**src/rtl/zero_count_seq.sv**
```systemverilog
// zero_count_seq: counts the zero bits of an NBYTES-wide word using a single
// byte-wide counter, one byte per clock, LSB byte first.
//
// Handshakes: a transfer happens on a rising edge where valid and ready are
// both high. in_ready is high only in IDLE; out_valid is high only in DONE,
// and out_count (plus ones_count) is stable for as long as out_valid is high.
// Once raised, out_valid stays high until the consumer takes it.
//
// Optional feature macro: ZC_ONES_OUT_EN adds the ones_count output
// (8*NBYTES - out_count), registered alongside out_count.
//
// dbg_state exposes the FSM state (0=IDLE, 1=COUNT, 2=DONE) for checkers.
module zero_count_seq #(
  parameter  int NBYTES = 4,
  localparam int CW     = $clog2(8*NBYTES+1)
) (
  input  logic                clk,
  input  logic                rst,
  input  logic                in_valid,
  output logic                in_ready,
  input  logic [8*NBYTES-1:0] in_data,
  input  logic                abort,
  output logic                out_valid,
  input  logic                out_ready,
  output logic [CW-1:0]       out_count,
`ifdef ZC_ONES_OUT_EN
  output logic [CW-1:0]       ones_count,
`endif
  output logic                busy,
  output logic [1:0]          dbg_state
);

  localparam int IW = (NBYTES > 1) ? $clog2(NBYTES) : 1;
  localparam logic [IW-1:0] LAST_IDX = IW'(NBYTES-1);

  typedef enum logic [1:0] {
    IDLE  = 2'd0,
    COUNT = 2'd1,
    DONE  = 2'd2
  } state_t;

  state_t                state_q, state_d;
  logic [8*NBYTES-1:0]   shift_q, shift_d;
  logic [IW-1:0]         idx_q, idx_d;
  logic [CW-1:0]         acc_q, acc_d;
  logic [CW-1:0]         out_count_q, out_count_d;
  logic                  out_valid_q, out_valid_d;
  logic                  in_ready_q, in_ready_d;
  logic                  busy_q, busy_d;
  logic [CW-1:0]         acc_sum;
`ifdef ZC_ONES_OUT_EN
  logic [CW-1:0]         ones_q, ones_d;
`endif

  // Zeros in one byte: 8 minus the number of set bits (0..8).
  function automatic logic [CW-1:0] byte_zeros(input logic [7:0] b);
    logic [CW-1:0] z;
    z = CW'(8);
    for (int i = 0; i < 8; i++) begin
      if (b[i]) z = z - CW'(1);
    end
    return z;
  endfunction

  // Next-state and datapath logic; outputs are derived from the next state
  // so they come straight out of flops.
  always_comb begin
    state_d     = state_q;
    shift_d     = shift_q;
    idx_d       = idx_q;
    acc_d       = acc_q;
    out_count_d = out_count_q;
`ifdef ZC_ONES_OUT_EN
    ones_d      = ones_q;
`endif
    acc_sum     = acc_q + byte_zeros(shift_q[7:0]);

    case (state_q)
      IDLE: begin
        // in_ready is high here, so in_valid alone completes the transfer;
        // abort has no effect outside COUNT.
        if (in_valid) begin
          shift_d = in_data;
          acc_d   = '0;
          idx_d   = '0;
          state_d = COUNT;
        end
      end
      COUNT: begin
        if (abort) begin
          // The current byte is dropped and the result regs are untouched.
          state_d = IDLE;
        end else begin
          acc_d   = acc_sum;
          shift_d = shift_q >> 8;
          idx_d   = idx_q + IW'(1);
          if (idx_q == LAST_IDX) begin
            out_count_d = acc_sum;
`ifdef ZC_ONES_OUT_EN
            ones_d      = CW'(8*NBYTES) - acc_sum;
`endif
            state_d     = DONE;
          end
        end
      end
      DONE: begin
        if (out_ready) state_d = IDLE;
      end
      default: state_d = IDLE;
    endcase

    in_ready_d  = (state_d == IDLE);
    out_valid_d = (state_d == DONE);
    busy_d      = (state_d != IDLE);
  end

  // State and output registers with synchronous reset.
  always_ff @(posedge clk) begin
    if (rst) begin
      state_q     <= IDLE;
      shift_q     <= '0;
      idx_q       <= '0;
      acc_q       <= '0;
      out_count_q <= '0;
      out_valid_q <= 1'b0;
      in_ready_q  <= 1'b1;
      busy_q      <= 1'b0;
`ifdef ZC_ONES_OUT_EN
      ones_q      <= '0;
`endif
    end else begin
      state_q     <= state_d;
      shift_q     <= shift_d;
      idx_q       <= idx_d;
      acc_q       <= acc_d;
      out_count_q <= out_count_d;
      out_valid_q <= out_valid_d;
      in_ready_q  <= in_ready_d;
      busy_q      <= busy_d;
`ifdef ZC_ONES_OUT_EN
      ones_q      <= ones_d;
`endif
    end
  end

  assign in_ready   = in_ready_q;
  assign out_valid  = out_valid_q;
  assign out_count  = out_count_q;
  assign busy       = busy_q;
  assign dbg_state  = state_q;
`ifdef ZC_ONES_OUT_EN
  assign ones_count = ones_q;
`endif

endmodule

```
**config.mk**
```make
export PLATFORM = sky130hd
export DESIGN_NAME = zero_count_seq
export DESIGN_NICKNAME = d
export VERILOG_FILES = /design/src/rtl/zero_count_seq.sv
export SDC_FILE = /design/constraint.sdc
export NUM_CORES = 1
export LEC_CHECK = 0
export CAP_MARGIN = 30
export CORE_UTILIZATION = 51
export CTS_BUF_LIST = sky130_fd_sc_hd__clkbuf_8
export CTS_CLUSTER_DIAMETER = 100
export CTS_CLUSTER_SIZE = 8
export DETAILED_ROUTE_END_ITERATION = 7
export PLACE_DENSITY = 0.89
export SKIP_LAST_GASP = 1
export SYNTH_ARGS = -nofsm -noshare
export SYNTH_HDL_FRONTEND = slang
export SYNTH_SLANG_ARGS = --single-unit
```
**constraint.sdc**
```tcl
create_clock -name clk -period 5.25 [get_ports clk]
set_input_delay 1.05 -clock clk [delete_from_list [all_inputs] [get_ports clk]]
set_output_delay 1.05 -clock clk [all_outputs]
set_load 0.005 [all_outputs]
```
* Yosys cells after proc, flatten, opt, wreduce, memory -nomap -nowiden
Index checks and enable logic that the tools add are counted.
Cells by class: add/subtract/negate cells 9, multiply operators 0, div/mod/pow operators 0, order comparisons 0, equality and inequality tests 6, shift-type cells 0, multiplexer cells 22, bitwise gates (word level) 1, reductions and logical operators 6
Operators by type and width (number):
- 32-bit two-way mux | 2
- 32-bit one-hot mux with 2 select lines | 1
- 6-bit two-way mux | 9
- 6-bit by 1-bit subtractor with 6-bit output, second input constant | 7
- 2-bit two-way mux | 6
- 6-bit one-hot mux with 2 select lines | 1
- 6-bit adder | 1
- 2-bit equality test, second input constant | 3
- 2-bit one-hot mux with 3 select lines | 1
- 3-bit AND reduction | 2
- 2-bit zero test | 2
- 4-bit two-way mux | 1
- 2-bit != test, second input constant | 2
- 2-bit one-hot mux with 2 select lines | 1
- 2-bit nonzero test | 2
- 2-bit by 1-bit adder with 2-bit output, second input constant | 1
- 2-bit by 1-bit equality test with 1-bit output, second input constant | 1
- 1-bit NOT | 1
Storage, ports and cells: bits in registers 51, bits in latches 0, RAM bits 0, bits in read-only memories 0, bits of input ports 37, output and inout bits 11, word-level logic and storage cells 52, memories kept 0

* Logic depth before layout (Yosys ltp)
Gate-level depths: netlist of run 1.
word-level depth 18, gate-level depth with buffers 23, gate-level depth less buffers 21

* Worst setup path before layout of run 1
No wires, ideal clock.
path kind register to register, start point reg shift_q[2], end point reg out_count_q[5], in the netlist out_count[5], setup time 0.091 ns, arrival time 5.020 ns, required time 5.159 ns, path slack 0.139 ns, cell stages (with the launch flop) 24, path buffers 2, clock period less this slack 5.111 ns, cell sequence dfxtp_1 > buf_6 > inv_1 > fa_1 > buf_2 > inv_1 > nand2_1 > mux4_2 > a22o_1 > ha_1 > xnor3_1 > and3_1 > nor3_1 > o211ai_4 > xnor2_1 > xnor2_1 > ha_1 > inv_1 > o21bai_1 > a21oi_1 > xnor2_1 > xnor2_1 > or4_1 > a311oi_1
On the way: longest elaborated chain between the ends 12
Ends and longest elaborated chain:
- start: declaration | line 43 | logic [8*NBYTES-1:0] shift_q, shift_d;
- start signal: assignment | line 133 | shift_q <= shift_d;
- 6-bit two-way mux (*) | line 60 | if (b[i]) z = z - CW'(1);
- 6-bit by 1-bit subtractor with 6-bit output | line 60
- 6-bit two-way mux (*) | line 60
- 6-bit by 1-bit subtractor with 6-bit output | line 60
- 6-bit two-way mux (*) | line 60
- 6-bit by 1-bit subtractor with 6-bit output | line 60
- 6-bit two-way mux (*) | line 60
- 6-bit by 1-bit subtractor with 6-bit output | line 60
- 6-bit two-way mux (*) | line 60
- 6-bit by 1-bit subtractor with 6-bit output | line 60
- 6-bit two-way mux (*) | line 60
- 6-bit adder (*) | line 76 | acc_sum = acc_q + byte_zeros(shift_q[7:0]);
- end signal: assignment | line 136 | out_count_q <= out_count_d;
- end: declaration | line 46 | logic [CW-1:0] out_count_q, out_count_d;
Every way passes the cells marked *; elsewhere a longest branch is shown, timed or not. A chain may end at the register's enable or synchronous reset.

* Worst setup path in the final report of run 1
start point reg shift_q[1], end point reg out_count_q[5], in the netlist out_count[5]
On the way: longest elaborated chain between the ends 14
Ends and longest elaborated chain (line):
- 6-bit two-way mux (*) | 60
- 6-bit by 1-bit subtractor with 6-bit output | 60
- 6-bit two-way mux (*) | 60
- 6-bit by 1-bit subtractor with 6-bit output | 60
- 6-bit two-way mux (*) | 60
- 6-bit by 1-bit subtractor with 6-bit output | 60
- 6-bit two-way mux (*) | 60
- 6-bit by 1-bit subtractor with 6-bit output | 60
- 6-bit two-way mux (*) | 60
- 6-bit by 1-bit subtractor with 6-bit output | 60
- 6-bit two-way mux (*) | 60
- 6-bit by 1-bit subtractor with 6-bit output | 60
- 6-bit two-way mux (*) | 60
- 6-bit adder (*) | 76
Marks and branches as above.

==> impl_metrics.toml, run 1 <==
[run_status]
status = "completed"

[pwr]
pwr-share-seq_pct = 36.4
p_leak_nw = 1.64
switching_power_w = 0.000429
swShare_pct = 35.9
power_density_nw_per_um2 = 301
internal-power_w = 0.000768
peakVddDrop_mv = 0.249
total_power_w = 0.00120
p_comb_share_pct = 44.1
p_clk_share_pct = 19.5

[logic_synthesis]
synth_commonest_cells = "nor2_1 (57), dfxtp_1 (51), a211oi_1 (30), mux2i_1 (26), nand2_1 (24)"
synth-seq-area-share_pct = 30.5
synth_edf_count = 0
ys.flop_type = "dfxtp_1"
synthArstFlopShare_pct = 0
synth_area_leaders = "dfxtp_1 (31%), mux2i_1 (7.8%), a211oi_1 (6.7%), nor2_1 (6.4%), ha_1 (4.9%)"
synth.most_common_cell = "nor2_1"
yosys_warnings = 0
synthDistinctLibCells = 69
synthCells = 386
synth_top_area_share_pct = 30.5
syn_area_per_cell_um2 = 8.66
syn_nets = 438
netlist_area_um2 = 3340
ys_ff_latch = 51
synth_top_area_cell = "dfxtp_1"

[worst_hold_path]
min_path_type = "register to register"

[cells_and_area]
drive_gt1_share_pct = 10.4
diodes = 0
nFillCells = 519
synthToLayoutAreaGrowth_pct = 19.0
layout.nets = 475
final_cells = 501

[global_route]
grt_pass1_vias = 2758
grtUsageTotal_pct = 21.8
overflow = 0
grt_pass1_wl_um = 12600
grt_start_max_net_pins = 50
antenna_found_initial = 0

[timing]
setup_violations = 0
clock_skew_ns = 0.00750
tns_ns = 0
period_minus_slack_ns = 4.97
tightest_slew_ns = 0.832
drv_slew = 0
grt_setup_unrepaired = "no"
max_freq_mhz = 201
setup_slack_ns = 0.284
slew_headroom_pct = 44.6
fin_crit_sh_pct = 94.6
hold_violations = 0

[clock_network]
cts_tree = "done"
cts_root_buf = "clkbuf_8"
clk_latency_ns = 0.30
clkTransAtPathRegs_ns = 0.09
cts_sinks = 51
clockBufferDepth = 2
numCtsBuffers = 5
htree_levels = 2
hold_buffers = 0

[route]
drtIter0Drc = 141
drtAntennaViolNets = 0
first_pass_iters = 4
drc_errors = 0
routed_wl_um = 7420
vias_per_cell = 5.91
wl_per_cell_um = 14.8
vias = 2959

[floorplan]
die_width_um = 83.0
dieArea_um2 = 6890
ios = 48
fp.dieH_um = 83.0
rows = 29
initial_utilization_pct = 52.7
core-area_um2 = 6350

[worst_setup_path]
arrival_ns = 5.17
critical_path.startpoint = "shift_q[1]"
r2r_cells = 21
rrSetupSlack_ns = 0.28
regToRegStartpoint = "shift_q[1]"
path_class = "register to register"
endpoint_kind = "register"
cp_max_fo = 4
crit_end = "out_count[5]"
cp.required_ns = 5.46
start_kind = "register"
rr_endpoint = "out_count[5]"

[placed_design]
dp_slack_ns = 0.0495
dp_cells = 492
place_hpwl_um = 5470
gp_congestion = 0.932
port_buffers = 47

[job]
cap_violations = 0
==> critical path, stage by stage, from the launching register on <==
cell and delay [ns]:
dfxtp_2 0.35, inv_1 0.12, fa_2 0.49, inv_2 0.09, nand2_1 0.06, mux4_2 0.47, a22o_1 0.29, ha_1 0.22
xnor3_1 0.37, and3_1 0.21, nor3_2 0.18, o211ai_4 0.14, xnor2_1 0.16, xnor2_1 0.15, ha_1 0.34, inv_1 0.07
o21bai_1 0.07, a21oi_1 0.16, xnor2_1 0.15, xnor2_1 0.13, or4_1 0.43, a311oi_2 0.26
==> power groups by stage <==
stage	Clock [W]	Sequential, W	Combinational, W
CTS	0.000238	0.000435	0.000511
global placement	0	0.000442	0.000492
floorplan	0	0.000437	0.000404
finish	0.000234	0.000435	0.000529
detailed placement	0	0.000444	0.000506
global route	0.000254	0.000439	0.000584
==> worst min-delay path by stage <==
stage / startpoint / end / slack, ns / cells past startpoint
floorplan: out_count[0] / out_count[0] / 0.45 / 2
global placement: out_count[0] / out_count[0] / 0.45 / 2
detailed placement: out_count[0] / out_count[0] / 0.46 / 2
CTS: out_count[0] / out_count[0] / 0.48 / 2
global route: out_count[0] / out_count[0] / 0.50 / 2
finish: out_count[3] / out_count[3] / 0.47 / 2
==> flip-flops by register name (all words and copies together), names as in the netlist <==
register and count:
out_count 6, idx_q 2, busy 1, shift_q 32
out_valid 1, in_ready 1, dbg_state 2, acc_q 6
==> per-stage QoR <==
step / utilization (%) / instance area, um^2 / hold WS (ns)
floorplan: - / 3340 / 0.453
global placement: 60.5 / 3840 / 0.445
detailed placement: 60.7 / 3850 / 0.464
CTS: 62.2 / 3950 / 0.477
global route: 62.7 / 3980 / 0.498
finish: 62.7 / 3980 / 0.468
==> placed cells by master (no fill, tap or decap), drive strengths merged, types with 4 or more instances in the layout <==
master,count
a21oi,18
xnor2,16
nand4,4
nor3b,4
nor2,57
or2,5
clkdlybuf4s50,47
ha,13
a211oi,30
buf,9
dfxtp,51
and3,4
and2,4
clkbuf,6
nor3,6
mux2i,28
inv,16
a22oi,11
nor2b,6
nand2,24
==> logic make-up (layout without fill, tap and decap cells) <==
group           Yosys count  count (layout)  synth area share (%)
simple gates            130             130                  18.9
xor+xnor                 21              21                  6.77
flops                    51              51                  30.5
mux                      32              32                  10.7
fa+ha+maj                15              15                  6.06
compound gates           96              96                  21.8
buf+inv                  41              79                  5.27
==> metal layers <==
metal / vias to the layer above / track usage [%] / wire (um)
met1: 1390 / 27.7 / 3340
met3: 12 / 3.98 / 329
met2: 77 / 37.9 / 3650
met4: 0 / 5.80 / 104
met5: - / 0 / 0
li1: 1480 / - / -
==> layout make-up <==
type                       count  area [um^2]  area share [%]
sequential                    51         1020            25.7
clock buffer                   6         82.6            2.08
timing repair buffer          56          542            13.6
clock inverter                 2         12.5           0.314
multi-input combinational    294         2170            54.4
tap                           77         96.3            2.42
inverter                      15         56.3            1.42
==> repair_timing <==
action / in CTS / in global routing
endpoints found under the setup margin: 0 / 2
resized for setup: 0 / 7
hold endpoints to repair: 0 / 0
buffers inserted: 0 / 1
(Power assumes the default switching activity.)
==> run 2, diff against run 1 <==
--- a/config.mk
+++ b/config.mk
@@ -6,12 +6,14 @@
 export NUM_CORES = 1
 export LEC_CHECK = 0
 export CAP_MARGIN = 30
-export CORE_UTILIZATION = 51
+export CORE_UTILIZATION = 29
 export CTS_BUF_LIST = sky130_fd_sc_hd__clkbuf_8
 export CTS_CLUSTER_DIAMETER = 100
 export CTS_CLUSTER_SIZE = 8
 export DETAILED_ROUTE_END_ITERATION = 7
-export PLACE_DENSITY = 0.89
+export GPL_ROUTABILITY_DRIVEN = 0
+export GPL_TIMING_DRIVEN = 0
+export PLACE_DENSITY = 0.61
 export SKIP_LAST_GASP = 1
 export SYNTH_ARGS = -nofsm -noshare
 export SYNTH_HDL_FRONTEND = slang
==> run 2 against run 1 <==
Die area up 74%; non-clock buffer count up 24; critical path depth unchanged; utilization down 25 points; via count up 0.34%; cell area up 4.7%; register-to-register slack about the same; maximum frequency about the same; largest power group unchanged.
==> impl_metrics.toml, run 2 (synthesis results as in run 1) <==
[worst_setup_path]
crit_path_frequent_cell = "xnor2_1"
path_class = "register to register"
max_stage_delay_ns = 0.52
endpoint_kind = "register"
cp.required_ns = 5.48
critPathSlowestCell = "fa_2"
path_cells = "inv_1 -> fa_2 -> buf_6 -> inv_1 -> nand2_1 -> mux4_2 -> a22o_1 -> ha_1 -> mux2_4 -> ha_1 -> nand2_1 -> a211oi_1 -> xnor2_1 -> o22a_1 -> xnor2_1 -> ha_1 -> a21oi_1 -> xnor2_1 -> xnor2_1 -> or4_1 -> a311oi_1"
start_kind = "register"
arrival_ns = 5.19
cp_max_fo = 10

[cells_and_area]
top_register = "shift_q"
diodes = 0
layout.nets = 499
largest_reg_flops = 32
final_common_cell = "nor2_1"
drive_gt1_share_pct = 10.9
synthToLayoutAreaGrowth_pct = 24.5
final_cells = 588
layout_common_cells = "nor2_1 (57), dfxtp_1 (48), clkdlybuf4s50_1 (47)"

[pwr]
internal-power_w = 0.000774
p_comb_share_pct = 44.7
switching_power_w = 0.000450
total_power_w = 0.00122
peakVddDrop_mv = 0.128
p_leak_nw = 1.69
pwr-share-seq_pct = 35.4
swShare_pct = 36.8
p_clk_share_pct = 19.9
power_density_nw_per_um2 = 294

[run_status]
status = "completed"

[timing]
clock_skew_ns = 0.00409
max_freq_mhz = 201
hold_violations = 0
fin_crit_sh_pct = 94.6
setup_slack_ns = 0.284
drv_slew = 0
tightest_slew_ns = 0.740
setup_violations = 0
grt_setup_unrepaired = "no"
tns_ns = 0
period_minus_slack_ns = 4.97
slew_headroom_pct = 50.6

[route]
first_pass_iters = 4
drtAntennaViolNets = 0
drtIter0Drc = 104
wl_per_cell_um = 13.6
vias = 2969
routed_wl_um = 8020
drc_errors = 0
vias_per_cell = 5.05

[floorplan]
ios = 48
initial_utilization_pct = 30.3
die_width_um = 109
rows = 38
core-area_um2 = 11000
dieArea_um2 = 12000
fp.dieH_um = 109

[global_route]
grt_pass1_vias = 2929
grt_start_max_net_pins = 19
grt_pass1_wl_um = 13300
grtUsageTotal_pct = 13.9
overflow = 0
antenna_found_initial = 0

[clock_network]
clkTransAtPathRegs_ns = 0.10
clockBufferDepth = 2
clk_latency_ns = 0.31
cts_root_buf = "clkbuf_8"
htree_levels = 2
hold_buffers = 0
cts_sinks = 51
cts_tree = "done"
numCtsBuffers = 5

[placed_design]
dp_cells = 573
port_buffers = 47
place_hpwl_um = 6250
dp_slack_ns = -0.318

[worst_hold_path]
min_path_type = "register to register"

[job]
cap_violations = 0
## run 2: through the flow
stage          area [um^2]  util [%]  hold slack, ns
2_1_floorplan         3340         -           0.453
3_3_place_gp          3990      36.2           0.447
3_5_place_dp          3990      36.2           0.449
4_1_cts               4120      37.3           0.465
5_1_grt               4160      37.7           0.489
6_report              4160      37.7           0.462
## run 2: timing repair
item	in CTS	in global routing
cloned	0	0
setup endpoints to repair	2	2
setup buffers	1	7
hold endpoints to repair	0	0
pin swaps	3	9
gates resized for setup	6	4
## run 2: final timing paths
kind,startpoint,endpoint,slack (ns),cells past startpoint
max reg2reg,shift_q[0],out_count[5],0.28,21
min,out_count[3],out_count[3],0.46,2
min reg2reg,out_count[3],out_count[3],0.46,2
max,shift_q[0],out_count[5],0.28,21
## run 2: final cells by class
| type | instances | area [um^2] |
|---|---|---|
| Buffer | 25 | 115 |
| Clock buffer | 5 | 68.8 |
| Clock inverter | 3 | 28.8 |
| Fill cell | 1153 | 6870 |
| Inverter | 15 | 56.3 |
| Multi-Input combinational cell | 294 | 2160 |
| Sequential cell | 51 | 1030 |
| Tap cell | 140 | 175 |
| Timing Repair Buffer | 55 | 531 |
## run 2: routing by layer
layer  part of all wire, %  vias up  GRT usage, %  wire length, um
li1                      -     1518             -                -
met1                    46     1377          17.2             3690
met2                    48       65          23.9             3830
met3                   4.7        9          3.20              376
met4                   1.5        0          4.67              121
met5                     0        -             0                0
## run 2: power groups by stage
| stage | clock network (W) | registers, W | logic (W) |
|---|---|---|---|
| 2_1_floorplan | 0 | 0.000437 | 0.000404 |
| 3_3_place_gp | 0 | 0.000440 | 0.000506 |
| 3_5_place_dp | 0 | 0.000442 | 0.000515 |
| 4_1_cts | 0.000254 | 0.000433 | 0.000530 |
| 5_1_grt | 0.000269 | 0.000437 | 0.000608 |
| 6_report | 0.000244 | 0.000433 | 0.000548 |
## run 2: worst max-delay path: cells and delay by family, from the launching register on
kind | cells | cell delay (ns)
adders and majority gates | 4 | 1.30
AOI/OAI and AO/OA | 5 | 0.98
muxes | 2 | 0.76
and+or+nand+nor | 3 | 0.57
xor gates and xnor gates | 4 | 0.54
DFF | 1 | 0.36
buffers and inverters | 3 | 0.36
==> run 3, diff against run 2 <==
--- a/config.mk
+++ b/config.mk
@@ -14,6 +14,7 @@
 export GPL_ROUTABILITY_DRIVEN = 0
 export GPL_TIMING_DRIVEN = 0
 export PLACE_DENSITY = 0.61
+export SETUP_SLACK_MARGIN = 0.4
 export SKIP_LAST_GASP = 1
 export SYNTH_ARGS = -nofsm -noshare
 export SYNTH_HDL_FRONTEND = slang
==> run 3 against run 2 <==
Via count increased by 3.8%; routed wire length increased by 5.4%; sequential power about the same; sequential cell count unchanged; register-to-register slack improved by 0.14 ns; critical path depth increased by 1; non-clock buffer count increased by 11; first-iteration DRC count decreased by 9.6%; die area unchanged; worst setup slack improved by 0.14 ns; maximum frequency increased by 2.8%.
==> impl_metrics.toml, run 3 (synthesis results as in run 1) <==
[run_status]
status = "completed"

[route]
routed_wl_um = 8450
drtAntennaViolNets = 0
wl_per_cell_um = 14.2
vias_per_cell = 5.16
first_pass_iters = 5
drc_errors = 0
drtIter0Drc = 94
vias = 3083

[global_route]
grt_pass1_wl_um = 14200
antenna_found_initial = 0
grt_start_max_net_pins = 15
grtUsageTotal_pct = 14.9
overflow = 0
grt_pass1_vias = 3029

[timing]
hold_ws_ns = 0.467
grt_setup_unrepaired = "yes"
drv_slew = 0
fin_crit_sh_pct = 92.0
period_minus_slack_ns = 4.83
max_freq_mhz = 207
slew_headroom_pct = 53.9
hold_violations = 0
tightest_slew_ns = 0.691
setup_violations = 0
clock_skew_ns = 0.00314

[worst_setup_path]
cp_top_family = "adder cells"
start_kind = "register"
endpoint_kind = "register"
cp_max_fo = 4
arrival_ns = 5.04
cp.buffers_inverters = 4
cp.required_ns = 5.47
critPathSlowestCell = "fa_2"
max_stage_delay_ns = 0.54
path_class = "register to register"
path_cells = "buf_6 -> inv_4 -> fa_2 -> buf_6 -> nand2_1 -> mux4_2 -> a22o_1 -> ha_4 -> xnor3_1 -> and3_1 -> nor3_4 -> o211ai_4 -> xnor2_2 -> xnor2_2 -> ha_1 -> inv_1 -> o21bai_1 -> a21oi_2 -> xnor2_1 -> xnor2_1 -> or4_1 -> a311oi_1"

[job]
cap_violations = 0

[cells_and_area]
diodes = 0
final_util_pct = 39.3
synthToLayoutAreaGrowth_pct = 29.5
final_area_um2 = 4330
final_common_cell = "nor2_1"
drive_gt1_share_pct = 16.6
largest_reg_flops = 32
top_register = "shift_q"
layout.nets = 510
layout_common_cells = "nor2_1 (57), dfxtp_1 (48), clkdlybuf4s50_1 (47)"

[pwr]
power_density_nw_per_um2 = 310
peakVddDrop_mv = 0.137
p_leak_nw = 1.75
total_power_w = 0.00134

[placed_design]
port_buffers = 47
placed_area_um2 = 4000
place_hpwl_um = 6310

[clock_network]
numCtsBuffers = 5
hold_buffers = 0
htree_levels = 2
clk_latency_ns = 0.30
cts_sinks = 51
clockBufferDepth = 2
cts_root_buf = "clkbuf_8"
clkTransAtPathRegs_ns = 0.09
cts_tree = "done"

[floorplan]
dieArea_um2 = 12000
rows = 38
ios = 48
fp.dieH_um = 109
initial_utilization_pct = 30.3
core-area_um2 = 11000
die_width_um = 109

[worst_hold_path]
min_path_type = "register to register"
==> run 3: stage by stage <==
step / setup WS [ns] / TNS, ns / cells
2_1_floorplan: 0.414 / 0 / 386
3_3_place_gp: -0.00273 / -0.00273 / 573
3_5_place_dp: -0.0423 / -0.0423 / 573
4_1_cts: 0.407 / 0 / 595
5_1_grt: 0.273 / 0 / 597
6_report: 0.421 / 0 / 597
==> run 3: layout make-up <==
cell class	count	area, um^2
Buffer	26	128
Tap cell	140	175
Sequential cell	51	1030
Timing Repair Buffer	65	606
Inverter	15	61.3
Fill cell	1156	6700
Clock inverter	1	7.51
Clock buffer	5	68.8
Multi-Input combinational cell	294	2250
==> run 3: where the power goes <==
group,switching (W),leakage [nW],internal (W),total (W)
clock,0.000128,0.0361,0.0000889,0.000217
combinational,0.000345,1.29,0.000346,0.000691
sequential,0.0000185,0.421,0.000415,0.000433
==> run 3: tightest hold or removal path: cells and delay by family, from the launching register on <==
kind / cells / cell delay [ns]
flops: 1 / 0.32
compound gates: 1 / 0.05
simple gates: 1 / 0.05
==> run 3: final timing paths <==
path                startpoint            to  slack (ns)  cells after the start
hold reg to reg   out_count[3]  out_count[3]        0.47                      2
setup reg to reg    shift_q[2]  out_count[5]        0.42                     22
setup / recovery    shift_q[2]  out_count[5]        0.42                     22
hold / removal    out_count[3]  out_count[3]        0.47                      2
==> run 3: timing repair <==
item / in CTS / in global routing
pin swaps: 11 / 10
setup endpoints to repair: 2 / 6
cloned: 0 / 0
resized for setup: 12 / 19
buffers inserted: 16 / 2
==> run 3: metal layers <==
| layer | track usage, % | up-vias | share of wire (%) |
|---|---|---|---|
| met3 | 1.84 | 10 | 2.9 |
| met4 | 3.90 | 0 | 1.3 |
| li1 | - | 1548 | - |
| met1 | 18.6 | 1466 | 46 |
| met5 | 0 | - | 0 |
| met2 | 26.7 | 59 | 50 |
